## src/rtl/mem_copier_if.sv

```systemverilog
`default_nettype none
// ============================================================================
// Module      : mem_copier_if
// Description : picorv32-style native memory bus (initiator <-> responder).
//               The initiator raises mem_valid with address/strobe/data and
//               holds them until the responder answers with mem_ready.
// Revision    : 1.0 - initial release
// ============================================================================
interface mem_copier_if;

    logic        mem_valid;
    logic        mem_instr;
    logic [3:0]  mem_wstrb;
    logic [31:0] mem_wdata;
    logic [31:0] mem_addr;
    logic        mem_ready;
    logic [31:0] mem_rdata;

    // Bus initiator view (the copier)
    modport master (
        output mem_valid,
        output mem_instr,
        output mem_wstrb,
        output mem_wdata,
        output mem_addr,
        input  mem_ready,
        input  mem_rdata
    );

    // Bus responder view (memory)
    modport slave (
        input  mem_valid,
        input  mem_instr,
        input  mem_wstrb,
        input  mem_wdata,
        input  mem_addr,
        output mem_ready,
        output mem_rdata
    );

endinterface
`default_nettype wire

```

## src/rtl/mem_copier.sv

```systemverilog
`default_nettype none
// ============================================================================
// Module      : mem_copier
// Description : Word-granular memory-to-memory copy engine acting as a
//               picorv32 native bus initiator.  Each word is moved with one
//               read and one write transaction, each followed by a bus idle
//               cycle.  A per-transaction wait counter aborts a stalled
//               transaction after TIMEOUT cycles and raises a sticky error.
// Revision    : 1.0 - initial release
// ============================================================================
module mem_copier #(
    parameter int unsigned TIMEOUT = 255   // legal range 1..65535
) (
    input  wire logic        clk,
    input  wire logic        resetn,
    input  wire logic        start,
    input  wire logic [31:0] src_addr,
    input  wire logic [31:0] dst_addr,
    input  wire logic [15:0] word_count,
    output logic             busy,
    output logic             done,
    output logic             error,
    mem_copier_if.master     bus
);

    // Last wait-counter value before the transaction is abandoned: mem_valid
    // is high for exactly TIMEOUT cycles when the responder never answers.
    localparam logic [15:0] WAIT_LAST = 16'(TIMEOUT - 1);

    typedef enum logic [2:0] {
        IDLE = 3'd0,
        RD   = 3'd1,
        RGAP = 3'd2,
        WR   = 3'd3,
        WGAP = 3'd4
    } state_t;

    // ------------------------------------------------------------------------
    // State and registered outputs (current / next)
    // ------------------------------------------------------------------------
    state_t      state_q,  state_d;
    logic [29:0] src_q,    src_d;      // source word address
    logic [29:0] dst_q,    dst_d;      // destination word address
    logic [15:0] count_q,  count_d;    // words still to be written
    logic [31:0] data_q,   data_d;     // word captured by the last read
    logic [15:0] wait_q,   wait_d;     // cycles spent waiting for mem_ready
    logic        valid_q,  valid_d;
    logic [3:0]  wstrb_q,  wstrb_d;
    logic [31:0] wdata_q,  wdata_d;
    logic [31:0] addr_q,   addr_d;
    logic        busy_q,   busy_d;
    logic        done_q,   done_d;
    logic        error_q,  error_d;

    // Responder inputs only matter while a request is actually outstanding.
    logic handshake;
    logic timed_out;

    // Byte-offset bits of the command addresses are dropped: transfers are
    // always word aligned.
    logic unused_addr_bits;
    assign unused_addr_bits = ^{src_addr[1:0], dst_addr[1:0]};

    assign handshake = valid_q & bus.mem_ready;
    assign timed_out = valid_q & ~bus.mem_ready & (wait_q == WAIT_LAST);

    // Next-state and next-output logic for the copy sequencer
    always_comb begin
        state_d = state_q;
        src_d   = src_q;
        dst_d   = dst_q;
        count_d = count_q;
        data_d  = data_q;
        wait_d  = wait_q;
        valid_d = valid_q;
        wstrb_d = wstrb_q;
        wdata_d = wdata_q;
        addr_d  = addr_q;
        busy_d  = busy_q;
        done_d  = 1'b0;
        error_d = error_q;

        unique case (state_q)
            IDLE: begin
                if (start) begin
                    src_d   = src_addr[31:2];
                    dst_d   = dst_addr[31:2];
                    count_d = word_count;
                    error_d = 1'b0;
                    busy_d  = 1'b1;
                    if (word_count == 16'd0) begin
                        // Nothing to move: finish through the write gap.
                        state_d = WGAP;
                    end else begin
                        state_d = RD;
                        valid_d = 1'b1;
                        wstrb_d = 4'b0000;
                        addr_d  = {src_addr[31:2], 2'b00};
                        wait_d  = 16'd0;
                    end
                end
            end

            RD: begin
                if (handshake) begin
                    data_d  = bus.mem_rdata;
                    valid_d = 1'b0;
                    state_d = RGAP;
                end else if (timed_out) begin
                    state_d = IDLE;
                    valid_d = 1'b0;
                    wstrb_d = 4'b0000;
                    busy_d  = 1'b0;
                    error_d = 1'b1;
                end else begin
                    wait_d = wait_q + 16'd1;
                end
            end

            RGAP: begin
                src_d   = src_q + 30'd1;
                state_d = WR;
                valid_d = 1'b1;
                wstrb_d = 4'b1111;
                wdata_d = data_q;
                addr_d  = {dst_q, 2'b00};
                wait_d  = 16'd0;
            end

            WR: begin
                if (handshake) begin
                    count_d = count_q - 16'd1;
                    valid_d = 1'b0;
                    wstrb_d = 4'b0000;
                    state_d = WGAP;
                end else if (timed_out) begin
                    state_d = IDLE;
                    valid_d = 1'b0;
                    wstrb_d = 4'b0000;
                    busy_d  = 1'b0;
                    error_d = 1'b1;
                end else begin
                    wait_d = wait_q + 16'd1;
                end
            end

            WGAP: begin
                dst_d = dst_q + 30'd1;
                if (count_q == 16'd0) begin
                    state_d = IDLE;
                    busy_d  = 1'b0;
                    done_d  = 1'b1;
                end else begin
                    state_d = RD;
                    valid_d = 1'b1;
                    wstrb_d = 4'b0000;
                    addr_d  = {src_q, 2'b00};
                    wait_d  = 16'd0;
                end
            end

            default: begin
                state_d = IDLE;
                valid_d = 1'b0;
                wstrb_d = 4'b0000;
                busy_d  = 1'b0;
            end
        endcase
    end

    // State register; reset abandons any transaction from the reset edge
    always_ff @(posedge clk) begin
        if (!resetn) begin
            state_q <= IDLE;
            src_q   <= 30'd0;
            dst_q   <= 30'd0;
            count_q <= 16'd0;
            data_q  <= 32'd0;
            wait_q  <= 16'd0;
            valid_q <= 1'b0;
            wstrb_q <= 4'b0000;
            wdata_q <= 32'd0;
            addr_q  <= 32'd0;
            busy_q  <= 1'b0;
            done_q  <= 1'b0;
            error_q <= 1'b0;
        end else begin
            state_q <= state_d;
            src_q   <= src_d;
            dst_q   <= dst_d;
            count_q <= count_d;
            data_q  <= data_d;
            wait_q  <= wait_d;
            valid_q <= valid_d;
            wstrb_q <= wstrb_d;
            wdata_q <= wdata_d;
            addr_q  <= addr_d;
            busy_q  <= busy_d;
            done_q  <= done_d;
            error_q <= error_d;
        end
    end

    // All outputs come straight from registers; the copier never fetches code.
    assign bus.mem_valid = valid_q;
    assign bus.mem_instr = 1'b0;
    assign bus.mem_wstrb = wstrb_q;
    assign bus.mem_wdata = wdata_q;
    assign bus.mem_addr  = addr_q;
    assign busy          = busy_q;
    assign done          = done_q;
    assign error         = error_q;

endmodule
`default_nettype wire

```

## src/flat_wrapper.sv

```systemverilog
// flat-port wrapper written by rule: the top's interface ports become plain ports
module mem_copier_flat 
#(
    parameter int unsigned TIMEOUT = 255                          
)
  (clk, resetn, start, src_addr, dst_addr, word_count, busy, done, error, bus_mem_valid, bus_mem_instr, bus_mem_wstrb, bus_mem_wdata, bus_mem_addr, bus_mem_ready, bus_mem_rdata);
  mem_copier_if bus_i ();
  input  wire logic clk;
  input  wire logic resetn;
  input  wire logic start;
  input  wire logic [31:0] src_addr;
  input  wire logic [31:0] dst_addr;
  input  wire logic [15:0] word_count;
  output logic busy;
  output logic done;
  output logic error;
  output wire logic [$bits(bus_i.mem_valid)-1:0] bus_mem_valid;
  output wire logic [$bits(bus_i.mem_instr)-1:0] bus_mem_instr;
  output wire logic [$bits(bus_i.mem_wstrb)-1:0] bus_mem_wstrb;
  output wire logic [$bits(bus_i.mem_wdata)-1:0] bus_mem_wdata;
  output wire logic [$bits(bus_i.mem_addr)-1:0] bus_mem_addr;
  input wire logic [$bits(bus_i.mem_ready)-1:0] bus_mem_ready;
  input wire logic [$bits(bus_i.mem_rdata)-1:0] bus_mem_rdata;
  assign bus_mem_valid = bus_i.mem_valid;
  assign bus_mem_instr = bus_i.mem_instr;
  assign bus_mem_wstrb = bus_i.mem_wstrb;
  assign bus_mem_wdata = bus_i.mem_wdata;
  assign bus_mem_addr = bus_i.mem_addr;
  assign bus_i.mem_ready = bus_mem_ready;
  assign bus_i.mem_rdata = bus_mem_rdata;
  mem_copier #(.TIMEOUT(TIMEOUT)) u_core (.clk(clk), .resetn(resetn), .start(start), .src_addr(src_addr), .dst_addr(dst_addr), .word_count(word_count), .busy(busy), .done(done), .error(error), .bus(bus_i));
endmodule
```

## config.mk

```make
export PLATFORM = sky130hd
export DESIGN_NAME = mem_copier_flat
export DESIGN_NICKNAME = d
export VERILOG_FILES = /design/src/rtl/mem_copier_if.sv /design/src/rtl/mem_copier.sv /design/src/flat_wrapper.sv
export SDC_FILE = /design/constraint.sdc
export NUM_CORES = 1
export LEC_CHECK = 0
export BUFFER_PORTS_ARGS = -buffer_cell sky130_fd_sc_hd__buf_2
export CAP_MARGIN = 15
export CORE_MARGIN = 2
export CORE_UTILIZATION = 45
export DETAILED_ROUTE_END_ITERATION = 8
export GPL_ROUTABILITY_DRIVEN = 0
export PLACE_DENSITY = 0.7
export SYNTH_ARGS = -nofsm -noshare
export SYNTH_HDL_FRONTEND = slang
export SYNTH_SLANG_ARGS = --single-unit
```

## constraint.sdc

```tcl
create_clock -name clk -period 2.55 [get_ports clk]
set_clock_uncertainty 0.2 [all_clocks]
set_input_delay 0.51 -clock clk [delete_from_list [all_inputs] [get_ports clk]]
set_output_delay 0.51 -clock clk [all_outputs]
set_load 0.03 [all_outputs]
```

; After elaboration in Yosys (flattened, before gate mapping)
; Cells that the tools add are included.
[word_totals]
reg_bits = 199
latchBits = 0
ramBits = 0
rom_bits = 0
output_inout_bits = 73
mem_count = 0
[classes]
add_sub_neg = 4
mul = 0
div = 0
magnitude_cmp = 0
eq_ne = 15
shift = 0
n_mux = 46
n_bitwise = 5
n_reduce_logical = 21
[op_table]
columns = operator, n
row1 = 30-bit case mux with 2 select lines, 2
row2 = 16-bit two-way mux, 7
row3 = 32-bit two-way mux, 3
row4 = 32-bit case mux with 3 select lines, 1
row5 = 16-bit case mux with 4 select lines, 1
row6 = 30-bit by 1-bit adder with 30-bit output (second input constant), 2
row7 = 30-bit two-way mux, 2
row8 = 16-bit logical NOT, 2
row9 = 16-bit case mux with 2 select lines, 1
row10 = 4-bit two-way mux, 6
row11 = 4-bit case mux with 5 select lines, 1
row12 = 16-bit by 1-bit adder with 16-bit output (second input constant), 1
row13 = 16-bit by 8-bit equality test with 1-bit output (second input constant), 1
row14 = 4-bit AND reduction, 4
row15 = 16-bit by 1-bit subtractor with 16-bit output (second input constant), 1
row16 = 3-bit two-way mux, 5
row17 = 3-bit case mux with 5 select lines, 1
row18 = 1-bit two-way mux, 13
row19 = 2-bit inequality test (second input constant), 6
row20 = 1-bit case mux with 4 select lines, 2
row21 = 2-bit AND reduction, 4
row22 = 2-bit nonzero test, 4
row23 = 3-bit by 2-bit equality test with 1-bit output (second input constant), 2
row24 = 2-bit by 1-bit inequality test with 1-bit output (second input constant), 3
row25 = other kinds (13), 16

; Depth between registers and ports, before layout
; Gate-level depths: netlist of run 1.
[logic_depth]
depth_word = 6
mapped_depth = 9
depth_no_buf = 8

; Worst setup path after synthesis of run 1
; Ideal clock, no wire load.
[synth_path]
kind = reg2reg
startpoint = reg u_core.count_q[0]
endpoint = reg u_core.wait_q[14]
setup_time_ns = 0.059
arrival_ns = 2.092
setup_slack_ns = 0.199
stages_incl_launch_ff = 9
synth_period_minus_slack_ns = 2.351
path_cell_list = dfxtp_1 inv_1 ha_1 nor4b_2 nand4_4 o22ai_4 or4_4 or4_1 nand2_1
[synth_via]
elab_chain_len = 3
[synth_lines]
columns = element, line
row1 = "start, declared", mem_copier.sv:44  ; logic [15:0] count_q, count_d;
row2 = "start signal, assigned", mem_copier.sv:191  ; count_q <= count_d;
row3 = 16-bit logical NOT, mem_copier.sv:149  ; if (count_q == 16'd0) begin
row4 = 2-bit inequality test (no line), -
row5 = 6-bit AND reduction (no line), -
row6 = "end signal, assigned", mem_copier.sv:193  ; wait_q <= wait_d;
row7 = "end, declared", mem_copier.sv:46  ; logic [15:0] wait_q, wait_d;
; Every way passes these cells.
; A chain may end at the register's enable or synchronous reset.

; Worst setup path after layout of run 1
[layout_path]
startpoint = reg u_core.count_q[0]
endpoint = reg u_core.wait_q[15]
; Same word-level chain as after synthesis.

==> results.sh, run 1 <==
export IMPL_clockRootBuffer="clkbuf_16"
export IMPL_cp_cell_sequence="inv_1 > ha_1 > nor4b_4 > nand4_4 > o22ai_4 > or4_4 > or4_1 > nand2_1"
export IMPL_chipHeight_um=152
export IMPL_start_util_pct=45.5
export IMPL_worst_path_largest_cell_delay_ns=0.58
export IMPL_crit_arrival_ns=2.62
export IMPL_tightestPinTransition_ns=0.684
export IMPL_holdWs_ns=0.0826
export IMPL_htreeDepth=4
export IMPL_cts_made_buffers=17
export IMPL_power_uw=7240
export IMPL_report_final_slew_viol_count=0
export IMPL_io_pins=189
export IMPL_crit_buf_inv=1
export IMPL_yosysSeqAreaShare_pct=40.1
export IMPL_cpLargestDelayFamily="simple AND/OR/NAND/NOR gates"
export IMPL_grtUsageTotal_pct=25.4
export IMPL_coreArea_mm2=0.0216
export IMPL_critPathKind="flip-flop to flip-flop"
export IMPL_cts_setup_buffers=0
export IMPL_mostFrequentLayoutCell="nand2_1"
export IMPL_avgSynthCellArea_um2=7.76
export IMPL_drc=0
export IMPL_period_share_pct=95.2
export IMPL_overflow=0
export IMPL_wire_per_inst_um=17.3
export IMPL_crit_fanout=6
export IMPL_grt_pass1_vias=9514
export IMPL_rows=54
export IMPL_postCtsHoldBufs=0
export IMPL_max_freq_mhz=412
export IMPL_antenna_found_initial=1
export IMPL_clkTransAtPathRegs_ns=0.09
export IMPL_final_antenna_net_count=0
export IMPL_first_pass_iters=5
export IMPL_drive_gt1_share_pct=23.2
export IMPL_max_cap_viol_count=0
export IMPL_final_cells=1740
export IMPL_finalSetupTns_ns=0
export IMPL_synth_ff_type="dfxtp_1"
export IMPL_num_vias=10400
export IMPL_grt_start_max_net_pins=69
export IMPL_dp_hpwl_mm=21.2
export IMPL_final_net_count=1567
export IMPL_synth_area_mm2=0.00984
export IMPL_synth_edf_count=0
export IMPL_syn_inst=1268
export IMPL_clock_latency_ns=0.45
export IMPL_leakage_uw=0.00453
export IMPL_final_hold_viol_count=0
export IMPL_post_place_cells=1706
export IMPL_p_per_area_mw_per_mm2=603
export IMPL_finish_utilization_pct=55.6
export IMPL_post_cts_resized=0
export IMPL_die_area_mm2=0.0231
export IMPL_wl_mm=30.1
export IMPL_final_cell_mix="nand2_1 (252), dfxtp_1 (194), buf_2 (181)"
export IMPL_finalSetupViolations=0
export IMPL_synthArstFlopShare_pct=0
export IMPL_cts_sinks=197
export IMPL_ys_types=76
export IMPL_end_kind="flip-flop"
export IMPL_cp_required_ns=2.75
export IMPL_grt_pass1_wl_mm=48.7
export IMPL_viasPerCell=5.97
export IMPL_portBuffers=181
export IMPL_tritoncts="built"
export IMPL_hp_class="input port to flip-flop"
export IMPL_finalCriticalPeriod_ns=2.43
export IMPL_status="finished, final reports clean"
export IMPL_yosysWarnings=0
export IMPL_startpoint_type="flip-flop"
export IMPL_max_slew_margin_pct=54.4
export IMPL_die_x_um=152
export IMPL_peakVddDrop_mv=0.429
export IMPL_syn2layout_area_growth_pct=22.1
export IMPL_synth_ff_latch_count=197
export IMPL_crit_slowest_cell="or4_4"
export IMPL_clk_path_buf_depth=2
export IMPL_drtIter0Drc=994
## metal layers
metal | share of wire (%) | global-route usage [%] | wire [um]
met5 | 0 | 0 | 0
met2 | 47 | 40.7 | 14000
met1 | 44 | 34.4 | 13300
met4 | 2.0 | 8.28 | 598
met3 | 7.2 | 5.02 | 2160
## kinds of logic (layout without fill, tap and decap cells)
kind of cell / after synthesis / after routing / share of synthesized area (%)
buffers and inverters: 111 / 299 / 4.68
flip-flops: 197 / 197 / 40.1
AND/OR/NAND/NOR: 501 / 501 / 24.8
other: 1 / 5 / 0.0381
XOR/XNOR: 4 / 4 / 0.356
multiplexers: 8 / 8 / 0.903
adder cells (fa/ha/maj): 6 / 6 / 0.763
AO/OA/AOI/OAI: 440 / 440 / 28.3
## state kept, by name, summed over array words and instances (netlist names)
register	count
u_core.bus.mem_addr	30
u_core.bus.mem_valid	1
u_core.bus.mem_wdata	32
u_core.bus.mem_wstrb	4
u_core.busy	1
u_core.count_q	16
u_core.data_q	32
u_core.done	1
u_core.dst_q	30
u_core.error	1
u_core.src_q	30
u_core.state_q	3
u_core.wait_q	16
## cell type report
| class | count | area [um^2] |
|---|---|---|
| fill | 2058 | 9610 |
| multi-input combinational | 962 | 5490 |
| sequential | 197 | 3950 |
| timing repair buffer | 256 | 1540 |
| clock buffer | 17 | 425 |
| tap | 280 | 350 |
| clock inverter | 15 | 209 |
| inverter | 11 | 43.8 |
| antenna | 2 | 5.00 |
## tightest hold or removal path: stages
cell     delay [ns]
buf_2          0.09
nand2_1        0.04
a21oi_1        0.05
## cell usage after synthesis (all sizes together), types with 24 or more instances
library cell | instances | area share, %
a211oi | 24 | 1.8
a21oi | 141 | 7.2
buf | 27 | 1.5
clkbuf | 73 | 2.8
dfxtp | 197 | 40
nand2 | 254 | 9.7
nand3 | 34 | 1.8
nor2 | 79 | 3.1
nor3 | 36 | 2.1
o2111ai | 26 | 2.3
o21ai | 107 | 5.4
o221ai | 28 | 2.5
o22ai | 30 | 2.1
## per-stage QoR
step | area (um^2) | setup slack [ns]
after floorplan | 9840 | 0.199
after global placement | 11300 | -0.00278
after detailed placement | 11300 | -0.0607
after CTS | 12000 | 0.0207
after global routing | 12000 | -0.00949
final | 12000 | 0.122
## report_power, final
part           leakage, uW  switching, uW  internal (uW)  total (uW)
sequential         0.00161            147           3220        3360
combinational      0.00261            641            399        1040
clock             0.000306           1470           1370        2840
total              0.00453           2250           4990        7240
## final timing paths
path                                   startpoint                      end  slack, ns  cells after the start
worst min register to register   u_core.data_q[2]  u_core.bus.mem_wdata[2]       0.25                      2
worst max-delay path            u_core.count_q[0]        u_core.wait_q[15]       0.12                      8
worst max register to register  u_core.count_q[0]        u_core.wait_q[15]       0.12                      8
worst min-delay path            bus_mem_rdata[20]        u_core.data_q[20]       0.08                      3
(Power assumes the default switching activity.)
==> run 2: changes to the inputs <==
ABC_AREA = 1   (was unset)
PLACE_DENSITY = 0.72   (was 0.7)
==> run 2 against run 1 <==
- final cell count rose by 25%
- worst setup slack improved by 0.14 ns
- via count is 11% higher
- combinational power is 31% higher
==> results.sh, run 2 <==
export IMPL_synthArstFlopShare_pct=0
export IMPL_finalSetupViolations=0
export IMPL_grt_pass1_vias=10700
export IMPL_cellInternalPower_uw=5090
export IMPL_post_place_cells=2140
export IMPL_grt_start_max_net_pins=89
export IMPL_yosysMostFrequentCell="nand2_1"
export IMPL_die_x_um=158
export IMPL_chipHeight_um=158
export IMPL_yosysTopAreaCellShare_pct=36.9
export IMPL_clkTransAtPathRegs_ns=0.08
export IMPL_period_share_pct=89.9
export IMPL_final_hold_viol_count=0
export IMPL_viasPerCell=5.31
export IMPL_yosysSeqAreaShare_pct=36.9
export IMPL_whs_path_depth=3
export IMPL_max_freq_mhz=436
export IMPL_clock_latency_ns=0.45
export IMPL_dp_hpwl_mm=23.9
export IMPL_syn_inst=1695
export IMPL_yosysWarnings=0
export IMPL_num_vias=11500
export IMPL_grtUsageTotal_pct=26.6
export IMPL_post_cts_resized=0
export IMPL_drive_gt1_share_pct=14.6
export IMPL_ys_types=38
export IMPL_report_final_slew_viol_count=0
export IMPL_first_pass_iters=6
export IMPL_peakVddDrop_mv=0.346
export IMPL_postCtsHoldBufs=0
export IMPL_drtIter0Drc=963
export IMPL_cts_made_buffers=17
export IMPL_die_area_mm2=0.0250
export IMPL_p_per_area_mw_per_mm2=607
export IMPL_synth_ff_latch_count=197
export IMPL_max_cap_viol_count=0
export IMPL_cp_cell_sequence="inv_1 > ha_1 > nand2_1 > nor2_1 > nand3_1 > inv_2 > nor2_8 > nand2_2 > buf_12 > nand2_1 > a21oi_1"
export IMPL_fill_cells=2413
export IMPL_clk_path_buf_depth=2
export IMPL_cp_common_cell="nand2_1"
export IMPL_finalSetupTns_ns=0
export IMPL_overflow=0
export IMPL_htreeDepth=4
export IMPL_n_antenna_cell=0
export IMPL_reg2reg_depth=11
export IMPL_p_seq_share_pct=45.5
export IMPL_antenna_found_initial=0
export IMPL_crit_arrival_ns=2.42
export IMPL_worst_path_largest_cell_delay_ns=0.40
export IMPL_start_util_pct=45.7
export IMPL_crit_fanout=34
export IMPL_synth_ff_type="dfxtp_1"
export IMPL_syn2layout_area_growth_pct=16.8
export IMPL_synth_area_top_cells="dfxtp_1 (37%), nand2_1 (16%), nor2_1 (12%)"
export IMPL_final_cell_mix="nand2_1 (449), nor2_1 (337), dfxtp_1 (197)"
export IMPL_crit_slowest_cell="nor2_8"
export IMPL_finalCriticalPeriod_ns=2.29
export IMPL_power_switching_share_pct=32.9
export IMPL_yosysTopAreaCell="dfxtp_1"
export IMPL_rows=56
export IMPL_final_antenna_net_count=0
export IMPL_hp_class="input port to flip-flop"
export IMPL_synth_area_mm2=0.0107
export IMPL_drc=0
export IMPL_p_clk_share_pct=36.5
export IMPL_wire_per_inst_um=15.4
export IMPL_grt_pass1_wl_mm=52.6
export IMPL_max_slew_margin_pct=60.4
export IMPL_portBuffers=181
export IMPL_cts_sinks=197
export IMPL_cts_setup_buffers=0
export IMPL_tightestPinTransition_ns=0.593
export IMPL_coreArea_mm2=0.0234
export IMPL_rsz0062_at_grt="no"
export IMPL_critPathKind="flip-flop to flip-flop"
export IMPL_power_frac_comb_pct=18.0
export IMPL_final_cells=2172
export IMPL_leakage_uw=0.00514
export IMPL_mostFrequentLayoutCell="nand2_1"
export IMPL_end_kind="flip-flop"
export IMPL_cp_required_ns=2.67
export IMPL_io_pins=189
export IMPL_status="finished, final reports clean"
export IMPL_clockRootBuffer="clkbuf_16"
export IMPL_avgSynthCellArea_um2=6.31
export IMPL_p_switching_uw=2500
export IMPL_synth_edf_count=0
export IMPL_final_net_count=1962
export IMPL_wl_mm=33.4
export IMPL_ys_top_cells_by_count="nand2_1 (449), nor2_1 (338), dfxtp_1 (197)"
export IMPL_tritoncts="built"
export IMPL_startpoint_type="flip-flop"
run 2: changes by cell type in the layout (fill, tap and decap cells not counted), moves of 25 or more:
cell	before	now
o2111ai_1	26	0
buf_4	69	21
nand3_1	32	115
nor2_1	75	337
o22ai_1	28	3
nand2_1	252	449
inv_1	9	108
run 2: critical path, delay by kind of cell, from the launching register on:
kind | cells | cell delay, ns
compound gates | 1 | 0.06
fa+ha+maj | 1 | 0.20
buf+inv | 3 | 0.39
flops | 1 | 0.36
simple gates | 6 | 0.94
run 2: cells by family after synthesis:
family | count (synthesis) | share of synthesized area (%)
fa+ha+maj | 6 | 0.702
flops | 197 | 36.9
xor+xnor | 28 | 2.29
simple gates | 954 | 36.5
other cells | 1 | 0.0350
compound gates | 305 | 15.7
buf+inv | 204 | 7.93
run 2: through the flow:
| step | total power, uW | utilization [%] | hold slack (ns) | worst slack [ns] | instance area, um^2 |
|---|---|---|---|---|---|
| final | 7590 | 53.4 | 0.0769 | 0.258 | 12500 |
| after global routing | 7940 | 53.4 | 0.0674 | 0.0604 | 12500 |
| after CTS | 7630 | 53.4 | 0.0695 | 0.252 | 12500 |
| after detailed placement | 4880 | 50.8 | 0.234 | 0.210 | 11900 |
| after global placement | 4850 | 50.8 | 0.231 | 0.240 | 11900 |
| after floorplan | 4430 | - | 0.257 | 0.722 | 10700 |
run 2: cell type report:
cell class / count / area [um^2] / area share (%)
inverters: 121 / 455 / 3.64
repair buffers: 207 / 1160 / 9.31
clock inverters: 14 / 180 / 1.44
multi-input cells: 1296 / 5920 / 47.3
well taps: 319 / 399 / 3.19
flip-flops and latches: 197 / 3940 / 31.6
clock buffers: 18 / 439 / 3.51
run 2: power by group through the flow:
stage / clock (uW) / combinational, uW / sequential (uW)
2_1_floorplan: 0 / 802 / 3620
3_3_place_gp: 0 / 1330 / 3520
3_5_place_dp: 0 / 1360 / 3520
4_1_cts: 2820 / 1370 / 3450
5_1_grt: 2940 / 1520 / 3480
6_report: 2770 / 1360 / 3460
run 2: final timing paths:
| check | start | to | slack (ns) |
|---|---|---|---|
| max reg2reg | u_core.count_q[0] | u_core.bus.mem_addr[21] | 0.26 |
| min reg2reg | u_core.busy | u_core.busy | 0.25 |
| max | u_core.count_q[0] | u_core.bus.mem_addr[21] | 0.26 |
| min | bus_mem_rdata[13] | u_core.data_q[13] | 0.08 |
run 2: per-layer routing:
| metal | vias up | routed length (um) | GRT usage, % |
|---|---|---|---|
| met5 | - | 0 | 0 |
| li1 | 5768 | - | - |
| met3 | 76 | 2930 | 6.60 |
| met2 | 471 | 15600 | 44.9 |
| met1 | 5224 | 13400 | 31.6 |
| met4 | 0 | 1440 | 13.0 |
